File: src/rtl/turbo_pkg.sv
// Shared definitions for the turbo decoder packet scheduler: default sizes,
// lane index type and scheduler state encoding.
package turbo_pkg;

   localparam int DEF_NUM_TURBO = 16;
   localparam int DEF_PKT_BEATS = 25;
   localparam int DEF_BUS       = 534;
   localparam int DEF_TAG_DEPTH = 16;

   typedef logic [$clog2(DEF_NUM_TURBO)-1:0] trb_idx_t;

   typedef enum logic {
      SEL  = 1'b0,
      XFER = 1'b1
   } sched_state_t;

endpackage

File: src/rtl/turbo_tag_fifo.sv
// First-word-fall-through FIFO of decoder lane indices with occupancy output;
// holds the dispatch order of completed packets.
module turbo_tag_fifo
   import turbo_pkg::*;
#(
   parameter  int W     = $bits(trb_idx_t),
   parameter  int DEPTH = DEF_TAG_DEPTH,
   localparam int AW    = $clog2(DEPTH),
   localparam int LW    = AW + 1
) (
   input  logic          clk_bus,
   input  logic          rst_n,
   input  logic          push,
   input  logic [W-1:0]  push_data,
   input  logic          pop,
   output logic [W-1:0]  rd_data,
   output logic          valid,
   output logic [LW-1:0] level
);

   logic [W-1:0]  mem [DEPTH];
   logic [AW-1:0] wr_ptr;
   logic [AW-1:0] rd_ptr;
   logic          full;
   logic          do_push;
   logic          do_pop;

   assign valid   = (level != '0);
   assign full    = (level == LW'(DEPTH));
   assign do_pop  = pop & valid;
   // A push into a full FIFO is only taken when the same cycle frees a slot.
   assign do_push = push & (~full | do_pop);
   assign rd_data = mem[rd_ptr];

   always_ff @(posedge clk_bus) begin
      if (do_push) mem[wr_ptr] <= push_data;
   end

   always_ff @(posedge clk_bus) begin
      if (!rst_n) begin
         wr_ptr <= '0;
         rd_ptr <= '0;
         level  <= '0;
      end else begin
         if (do_push) wr_ptr <= wr_ptr + AW'(1);
         if (do_pop)  rd_ptr <= rd_ptr + AW'(1);
         case ({do_push, do_pop})
            2'b10:   level <= level + LW'(1);
            2'b01:   level <= level - LW'(1);
            default: level <= level;
         endcase
      end
   end

endmodule

File: src/rtl/turbo_pkt_sched.sv
// Ready-aware round-robin packet scheduler: locks each whole packet to one
// decoder lane and records the lane of every completed packet in a tag FIFO.
module turbo_pkt_sched
   import turbo_pkg::*;
#(
   parameter  int NUM_TURBO             = DEF_NUM_TURBO,
   parameter  int NUM_BUS_PER_TURBO_PKT = DEF_PKT_BEATS,
   parameter  int BUS                   = DEF_BUS,
   parameter  int TAG_DEPTH             = DEF_TAG_DEPTH,
   localparam int IW                    = $clog2(NUM_TURBO),
   localparam int LW                    = $clog2(TAG_DEPTH) + 1
) (
   input  logic                 clk_bus,
   input  logic                 rst_n,
   input  logic                 sched_en,
   input  logic [BUS-1:0]       bus_data,
   input  logic                 bus_en,
   output logic                 bus_ready,
   input  logic [NUM_TURBO-1:0] dec_ready,
   output logic [BUS-1:0]       dec_data,
   output logic [NUM_TURBO-1:0] dec_en,
   output logic [IW-1:0]        tag_id,
   output logic                 tag_valid,
   input  logic                 tag_ready,
   output logic [LW-1:0]        tag_level,
   output logic [31:0]          pkt_cnt,
   output sched_state_t         dbg_state,
   output logic [IW-1:0]        dbg_rr_ptr
);

   localparam int BW = (NUM_BUS_PER_TURBO_PKT > 1) ? $clog2(NUM_BUS_PER_TURBO_PKT) : 1;
   localparam logic [BW-1:0] LAST_BEAT = BW'(NUM_BUS_PER_TURBO_PKT - 1);

   sched_state_t         state, state_nxt;
   logic [IW-1:0]        sel, sel_nxt;
   logic [IW-1:0]        rr_ptr, rr_nxt;
   logic [BW-1:0]        beat_cnt, beat_nxt;
   logic [NUM_TURBO-1:0] eligible;
   logic                 room;
   logic                 hit;
   logic [IW-1:0]        hit_lane;
   logic                 beat_acc;
   logic                 pkt_done;

   // Returns {found, lane}: first set request at or above ptr, wrapping.
   function automatic logic [IW:0] rr_pick(input logic [NUM_TURBO-1:0] req,
                                           input logic [IW-1:0]        ptr);
      logic [IW:0]   res;
      logic [IW-1:0] idx;
      res = '0;
      for (int i = NUM_TURBO - 1; i >= 0; i--) begin
         idx = ptr + IW'(i);
         if (req[idx]) res = {1'b1, idx};
      end
      return res;
   endfunction

   // Space is reserved at packet start, so the end-of-packet push always fits.
   assign room     = (tag_level < LW'(TAG_DEPTH));
   assign eligible = dec_ready & {NUM_TURBO{sched_en & room}};
   assign {hit, hit_lane} = rr_pick(eligible, rr_ptr);

   // Host handshake: a beat transfers on a rising edge where bus_en && bus_ready;
   // bus_ready never depends on bus_en, and the tag side pops on tag_valid && tag_ready.
   assign bus_ready  = (state == XFER) & dec_ready[sel];
   assign beat_acc   = bus_ready & bus_en;
   assign pkt_done   = beat_acc & (beat_cnt == LAST_BEAT);
   assign dbg_state  = state;
   assign dbg_rr_ptr = rr_ptr;

   always_comb begin
      state_nxt = state;
      sel_nxt   = sel;
      rr_nxt    = rr_ptr;
      beat_nxt  = beat_cnt;
      case (state)
         SEL: begin
            if (hit) begin
               state_nxt = XFER;
               sel_nxt   = hit_lane;
               beat_nxt  = '0;
            end
         end
         XFER: begin
            if (beat_acc) begin
               beat_nxt = beat_cnt + BW'(1);
               if (pkt_done) begin
                  state_nxt = SEL;
                  rr_nxt    = sel + IW'(1);
                  beat_nxt  = '0;
               end
            end
         end
         default: state_nxt = SEL;
      endcase
   end

   always_ff @(posedge clk_bus) begin
      if (!rst_n) begin
         state    <= SEL;
         sel      <= '0;
         rr_ptr   <= '0;
         beat_cnt <= '0;
         pkt_cnt  <= '0;
         dec_en   <= '0;
         dec_data <= '0;
      end else begin
         state    <= state_nxt;
         sel      <= sel_nxt;
         rr_ptr   <= rr_nxt;
         beat_cnt <= beat_nxt;
         pkt_cnt  <= pkt_cnt + 32'(pkt_done);
         dec_en   <= beat_acc ? (NUM_TURBO'(1) << sel) : '0;
         if (beat_acc) dec_data <= bus_data;
      end
   end

   turbo_tag_fifo #(
      .W     (IW),
      .DEPTH (TAG_DEPTH)
   ) u_tag_fifo (
      .clk_bus   (clk_bus),
      .rst_n     (rst_n),
      .push      (pkt_done),
      .push_data (sel),
      .pop       (tag_ready),
      .rd_data   (tag_id),
      .valid     (tag_valid),
      .level     (tag_level)
   );

endmodule

File: config.mk
export PLATFORM = sky130hd
export DESIGN_NAME = turbo_pkt_sched
export DESIGN_NICKNAME = d
export VERILOG_FILES = /design/src/rtl/turbo_pkg.sv /design/src/rtl/turbo_tag_fifo.sv /design/src/rtl/turbo_pkt_sched.sv
export SDC_FILE = /design/constraint.sdc
export NUM_CORES = 1
export LEC_CHECK = 0
export CORE_AREA = 5 5 444 446
export CTS_BUF_LIST = sky130_fd_sc_hd__clkbuf_2
export DETAILED_ROUTE_END_ITERATION = 7
export DIE_AREA = 0 0 449 451
export REMOVE_ABC_BUFFERS = 1
export SLEW_MARGIN = 20
export SYNTH_ARGS = -nofsm -noshare
export SYNTH_HDL_FRONTEND = slang
export SYNTH_SLANG_ARGS = --single-unit
File: constraint.sdc
create_clock -name clk_bus -period 5.6 [get_ports clk_bus]
set_clock_uncertainty 0.05 [all_clocks]
set_input_delay 1.4 -clock clk_bus [delete_from_list [all_inputs] [get_ports clk_bus]]
set_output_delay 1.4 -clock clk_bus [all_outputs]
set_load 0.02 [all_outputs]
Word-level counts from Yosys, hierarchy flattened
Memory sizes are Yosys's and may differ from the RTL's. A register that Yosys moved wholly into a read port is not among the register bits. Cells that the tools add are included.

Add/sub/neg operators: 22. $lt $le $gt $ge: 18. Equal/unequal tests: 6. Shifts and indexed selects: 1. Muxes and demuxes: 63. Bitwise logic cells: 10. Reduce and logical (&&, ||, !) cells: 6.

Operator list (number): $mux W5 (19); $lt A4 B5 Y1 const B (17); $bmux W1 S4 (17); $add A32 B1 Y32 (1); $add A4 B4 Y4 const B (8); $mux W1 (22); $pmux W5 S2 (2); $add A4 B1 Y4 const B (4); $add A4 B3 Y4 const B (4); $and A16 B16 Y16 (1); $shl A1 B4 Y16 const A (1); $add A5 B1 Y5 const B (2); $eq A5 B5 Y1 const B (2); $add A4 B2 Y4 const B (2); $mux W4 (2); $and A1 B1 Y1 (6); $reduce_and A2 Y1 (3); $lt A5 B5 Y1 const B (1); $reduce_bool A5 Y1 (1); $sub A5 B1 Y5 const B (1); $reduce_and A3 Y1 (1); $eq A2 B1 Y1 const B (1); $eq A2 B2 Y1 const B (1); $ne A2 B1 Y1 const B (1); 5 further kinds (6).

Flip-flop bits (word level): 609. Bits in writable memories: 64. Input bits: 555. Word-level logic and storage cells: 137. Memories: 1.

Memory list: u_tag_fifo.mem (words 16, width 4, read ports 1, clocked after memory_dff 1, wr ports 1, line turbo_tag_fifo.sv:21) `logic [W-1:0] mem [DEPTH];`.

Depth between registers and ports, before layout
Word-level depth: 23. Depth in mapped cells: 17. Gate-level depth less buffers: 16.

By module
A second synthesis with hierarchy kept.

Cell total of the unflattened synthesis: 3143. Area, all modules: 28180.8 µm².

By module, submodules not included: turbo_pkt_sched (times used 1, cells an instance 2926, area an instance 24766.3 µm², seq. area each 11931.4 µm²); turbo_tag_fifo (times used 1, cells an instance 217, area an instance 3414.5 µm², seq. area each 2262.2 µm²).

Worst setup path after synthesis
OpenSTA, ideal clock, no wires.

Path kind: input to register. Start point: in dec_ready[13]. End point: reg u_tag_fifo.level[4]. Setup time: 0.070 ns. Arrival: 4.416 ns. Path slack: 1.064 ns. Stages on the path: 15. Cells stage by stage: mux4_2 > mux4_2 > and3_1 > nand4_2 > inv_2 > nor2_1 > ha_1 > nor2b_1 > o21ai_0 > nand2b_1 > or3_1 > or3_1 > o21ai_1 > a31oi_1 > a21boi_1.

Word-level cells in the longest chain between the ends: 8. Elaborated cells on any way between the ends: 10.

RTL lines: from (decl) (line turbo_pkt_sched.sv:19) `input logic [NUM_TURBO-1:0] dec_ready,`; $bmux W1 S4 * (line turbo_pkt_sched.sv:65) `assign bus_ready = (state == XFER) & dec_ready[sel];`; $mux W1 (not written as such) * (line turbo_pkt_sched.sv:65); $and A1 B1 Y1 * (line turbo_pkt_sched.sv:65); $and A1 B1 Y1 * (line turbo_pkt_sched.sv:66) `assign beat_acc = bus_ready & bus_en;`; $and A1 B1 Y1 * (line turbo_pkt_sched.sv:67) `assign pkt_done = beat_acc & (beat_cnt == LAST_BEAT);`; $and A1 B1 Y1 * (line turbo_tag_fifo.sv:32) `assign do_push = push & (~full | do_pop);`; $eq A2 B1 Y1 / $eq A2 B2 Y1 (equally long branches) (line turbo_tag_fifo.sv:47) `case ({do_push, do_pop})`; $pmux W5 S2 / $reduce_bool A2 Y1 (equally long branches); to (signal assigned) (line turbo_tag_fifo.sv:48) `2'b10: level <= level + LW'(1);`; to (signal assigned) (line turbo_tag_fifo.sv:49) `2'b01: level <= level - LW'(1);`; to (signal assigned) (line turbo_tag_fifo.sv:50) `default: level <= level;`; to (decl) (line turbo_tag_fifo.sv:18) `output logic [LW-1:0] level`.

Every way passes the cells marked *; elsewhere a longest branch is shown, timed or not. The select of a mux whose other input is x is not followed. A chain may end at the register's enable or synchronous reset.

==> metrics.md <==
| Metric | Value |
|---|---|
| Status | complete, no violations |
| Synth area leader | dfxtp_1 |
| Final GP Congestion | 0.981 |
| CTS tree | yes |
| Final Hold Viols | 0 |
| Yosys cell types | 75 |
| Share of the synthesized area in the top cell type | 43.8% |
| CP arrival | 3.62 ns |
| Post-DP Area | 42,700 sq um |
| Register area share after synthesis | 50.7% |
| Synthesized instance count | 3,138 |
| Top post-synthesis cells by area | dfxtp_1, nand2_1, a21boi_0 |
| Most common flop cell mapped by yosys | dfxtp_1 |
| Leakage power | 17.1 nW |
| Slew @ Worst Pin | 1.11 ns |
| Gr usage total | 14.3% |
| Vias in the first global route | 29,784 |
| Core area | 192,000 sq um |
| Post-DP HPWL | 115,000 um |
| # nets final | 5,394 |
| CP Data Required Time | 4.15 ns |
| Antenna Violating Nets Remaining | 0 |
| Clk sinks | 677 |
| Fillcell total | 20,574 |
| Post-CTS Setup Repair Bufs | 0 |
| CTS Buf Count | 192 |
| Pwr dens | 231 nW/um^2 |
| Register bit total from synthesis | 677 |
| Worst slew margin | 25.9% |
| EDFF count, synth | 64 |
| Final setup vio count | 0 |
| Layout cells sized above 1 | 9.38% |
| Drc violations | 0 |
| Routed WL | 152,000 um |
| Kind of critical path | register to primary output |
| Post-synth top cells | nand2_1, dfxtp_1, a21boi_0 |
| Final instance area | 49,300 sq um |
| Largest net degree at the start of global routing | 175 |
| Period utilization | 90.5% |
| Async SR Flop Fraction | 0% |
| Setup TNS | 0 ns |
| Synthesis warning total | 0 |
| Worst min-delay path category | register to register |
| Clock tree buffer depth | 3 |
| Fmax | 197 MHz |
| H-tree depth | 4 |
| Max-slew violation count | 0 |
| Total number of vias | 29,660 |
| Startpoint types | register |
| Critical path peak fanout | 16 |
| I/O pin count | 1,153 |
| Die Footprint | 202,000 sq um |
| Clock Tree Root | clkbuf_2 |
| Vias per std cell | 3.94 |
| Number of max-cap violations | 0 |
| Clk_lat worst skew | 1.64 ns |
| Mean Syn Cell Area | 8.93 sq um |
| Die span in x | 449 um |
| DR pass1 iterations | 5 |
| Initial Util | 14.6% |
| P&R area growth vs syn | 76.0% |
| DRT iter0 DRCs | 2,401 |
| Initial antenna violation count | 36 |
| Peak VDD IR | 164 uV |
| Site row count | 161 |
| Area of the mapped netlist | 28,000 sq um |
| Most frequent cell after synthesis | nand2_1 |
| RSZ-0062 raised after global routing | false |
| Crit path time final | 5.07 ns |
| First-pass GRT wire length | 215,000 um |
| Clock transition at path regs | 0.10 ns |
| Die height | 451 um |
| Gr ovfl total | 0 |
| Port buffer count | 1,152 |
| Endpoint class of the critical path | primary output |
| Drt wl/cell | 20.2 um |
## final timing paths
check / start / slack, ns / depth (start not counted) / to
setup / recovery: register / 0.53 / 4 / tag_id[3]
hold / removal: dec_data[405]$_SDFFE_PN0P_ / 0.41 / 2 / dec_data[405]$_SDFFE_PN0P_
setup reg to reg: dbg_rr_ptr[0]$_SDFFE_PN0P_ / 1.39 / 11 / beat_cnt[2]$_SDFFE_PN0P_
hold reg to reg: dec_data[405]$_SDFFE_PN0P_ / 0.41 / 2 / dec_data[405]$_SDFFE_PN0P_
## worst max-delay path, stage by stage, from the launching register on
cell and delay [ns]:
dfxtp_1 0.35, buf_8 0.21, mux4_2 0.58, mux4_2 0.50, clkdlybuf4s15_2 0.30
## cell type report
cell class | instances | area, sq um | share of cell area [%]
Antenna cell | 28 | 70.1 | 0.142
Inverter | 24 | 90.1 | 0.183
Tap cell | 2526 | 3160 | 6.41
Clock inverter | 82 | 478 | 0.969
Multi-Input combinational cell | 2215 | 12900 | 26.1
Clock buffer | 266 | 1330 | 2.70
Timing Repair Buffer | 1703 | 17100 | 34.7
Sequential cell | 677 | 14200 | 28.8
## metrics by stage
step                util [%]  cells  worst slack [ns]  hold slack [ns]  power, W
floorplan                  -   2916             -8.27            0.420   0.00619
global placement        22.2   6671             0.363            0.399   0.00732
detailed placement      22.2   6671             0.352            0.407   0.00734
CTS                     25.6   7493            0.0230          0.00134    0.0116
global route            25.6   7511            0.0446           0.0293    0.0120
finish                  25.7   7521             0.534            0.413    0.0114
## cells by family after synthesis
| group | synth area share [%] |
|---|---|
| flip-flops | 50.7 |
| multiplexers | 5.49 |
| buffers and inverters | 3.47 |
| AND/OR/NAND/NOR | 19.7 |
| adder cells (fa/ha/maj) | 1.19 |
| AO/OA/AOI/OAI | 18.0 |
| XOR/XNOR | 1.58 |
## routing by layer
metal	up-vias	routed length (um)	track usage, %
met5	-	9	0
met2	1201	70800	23.0
met4	2	5490	5.96
met1	14262	65300	18.2
met3	223	10300	3.71
li1	13972	-	-
## power breakdown
group	total [W]	leakage [nW]	switching, W	internal, W
sequential	0.00523	5.55	0.000142	0.00509
clock	0.00384	1.34	0.00236	0.00148
combinational	0.00230	10.2	0.00113	0.00117
total	0.0114	17.1	0.00363	0.00774
## state kept, by name, indices dropped and copies added (netlist names), 4 cells and up, named ones only
register           flops
u_tag_fifo.wr_ptr      4
dec_data             534
dbg_rr_ptr             4
u_tag_fifo.level       5
u_tag_fifo.rd_ptr      4
sel                    4
beat_cnt               5
dec_en                16
u_tag_fifo.mem        64
pkt_cnt               32
## timing repair
item	4_1_cts	5_1_grt
setup endpoints to repair	5	0
hold buffers	474	0
hold endpoints to repair	471	0
resized for setup	19	0
## cells in the final DEF, fill, tap and decap left out, types with 6 or more instances in the layout
cell type / count
diode_2: 28
mux2_2: 20
xnor2_1: 31
clkdlybuf4s50_1: 1146
o22ai_1: 8
nor2_1: 64
a21boi_0: 548
nand3_1: 31
or3_1: 10
dlygate4sd3_1: 474
ha_1: 25
nand4_1: 12
edfxtp_1: 64
clkbuf_2: 266
and2_1: 40
and3_1: 7
clkinv_1: 50
nand2b_1: 8
o21ai_0: 27
o211ai_1: 7
nand2_1: 1141
xor2_1: 12
buf_12: 19
clkinv_2: 15
dfxtp_1: 610
nor2b_1: 15
mux2i_1: 30
mux4_2: 45
inv_1: 22
nor3_1: 20
a21oi_1: 20
a31oi_1: 6
buf_4: 58
No activity file was read; power rests on OpenSTA's default activity.
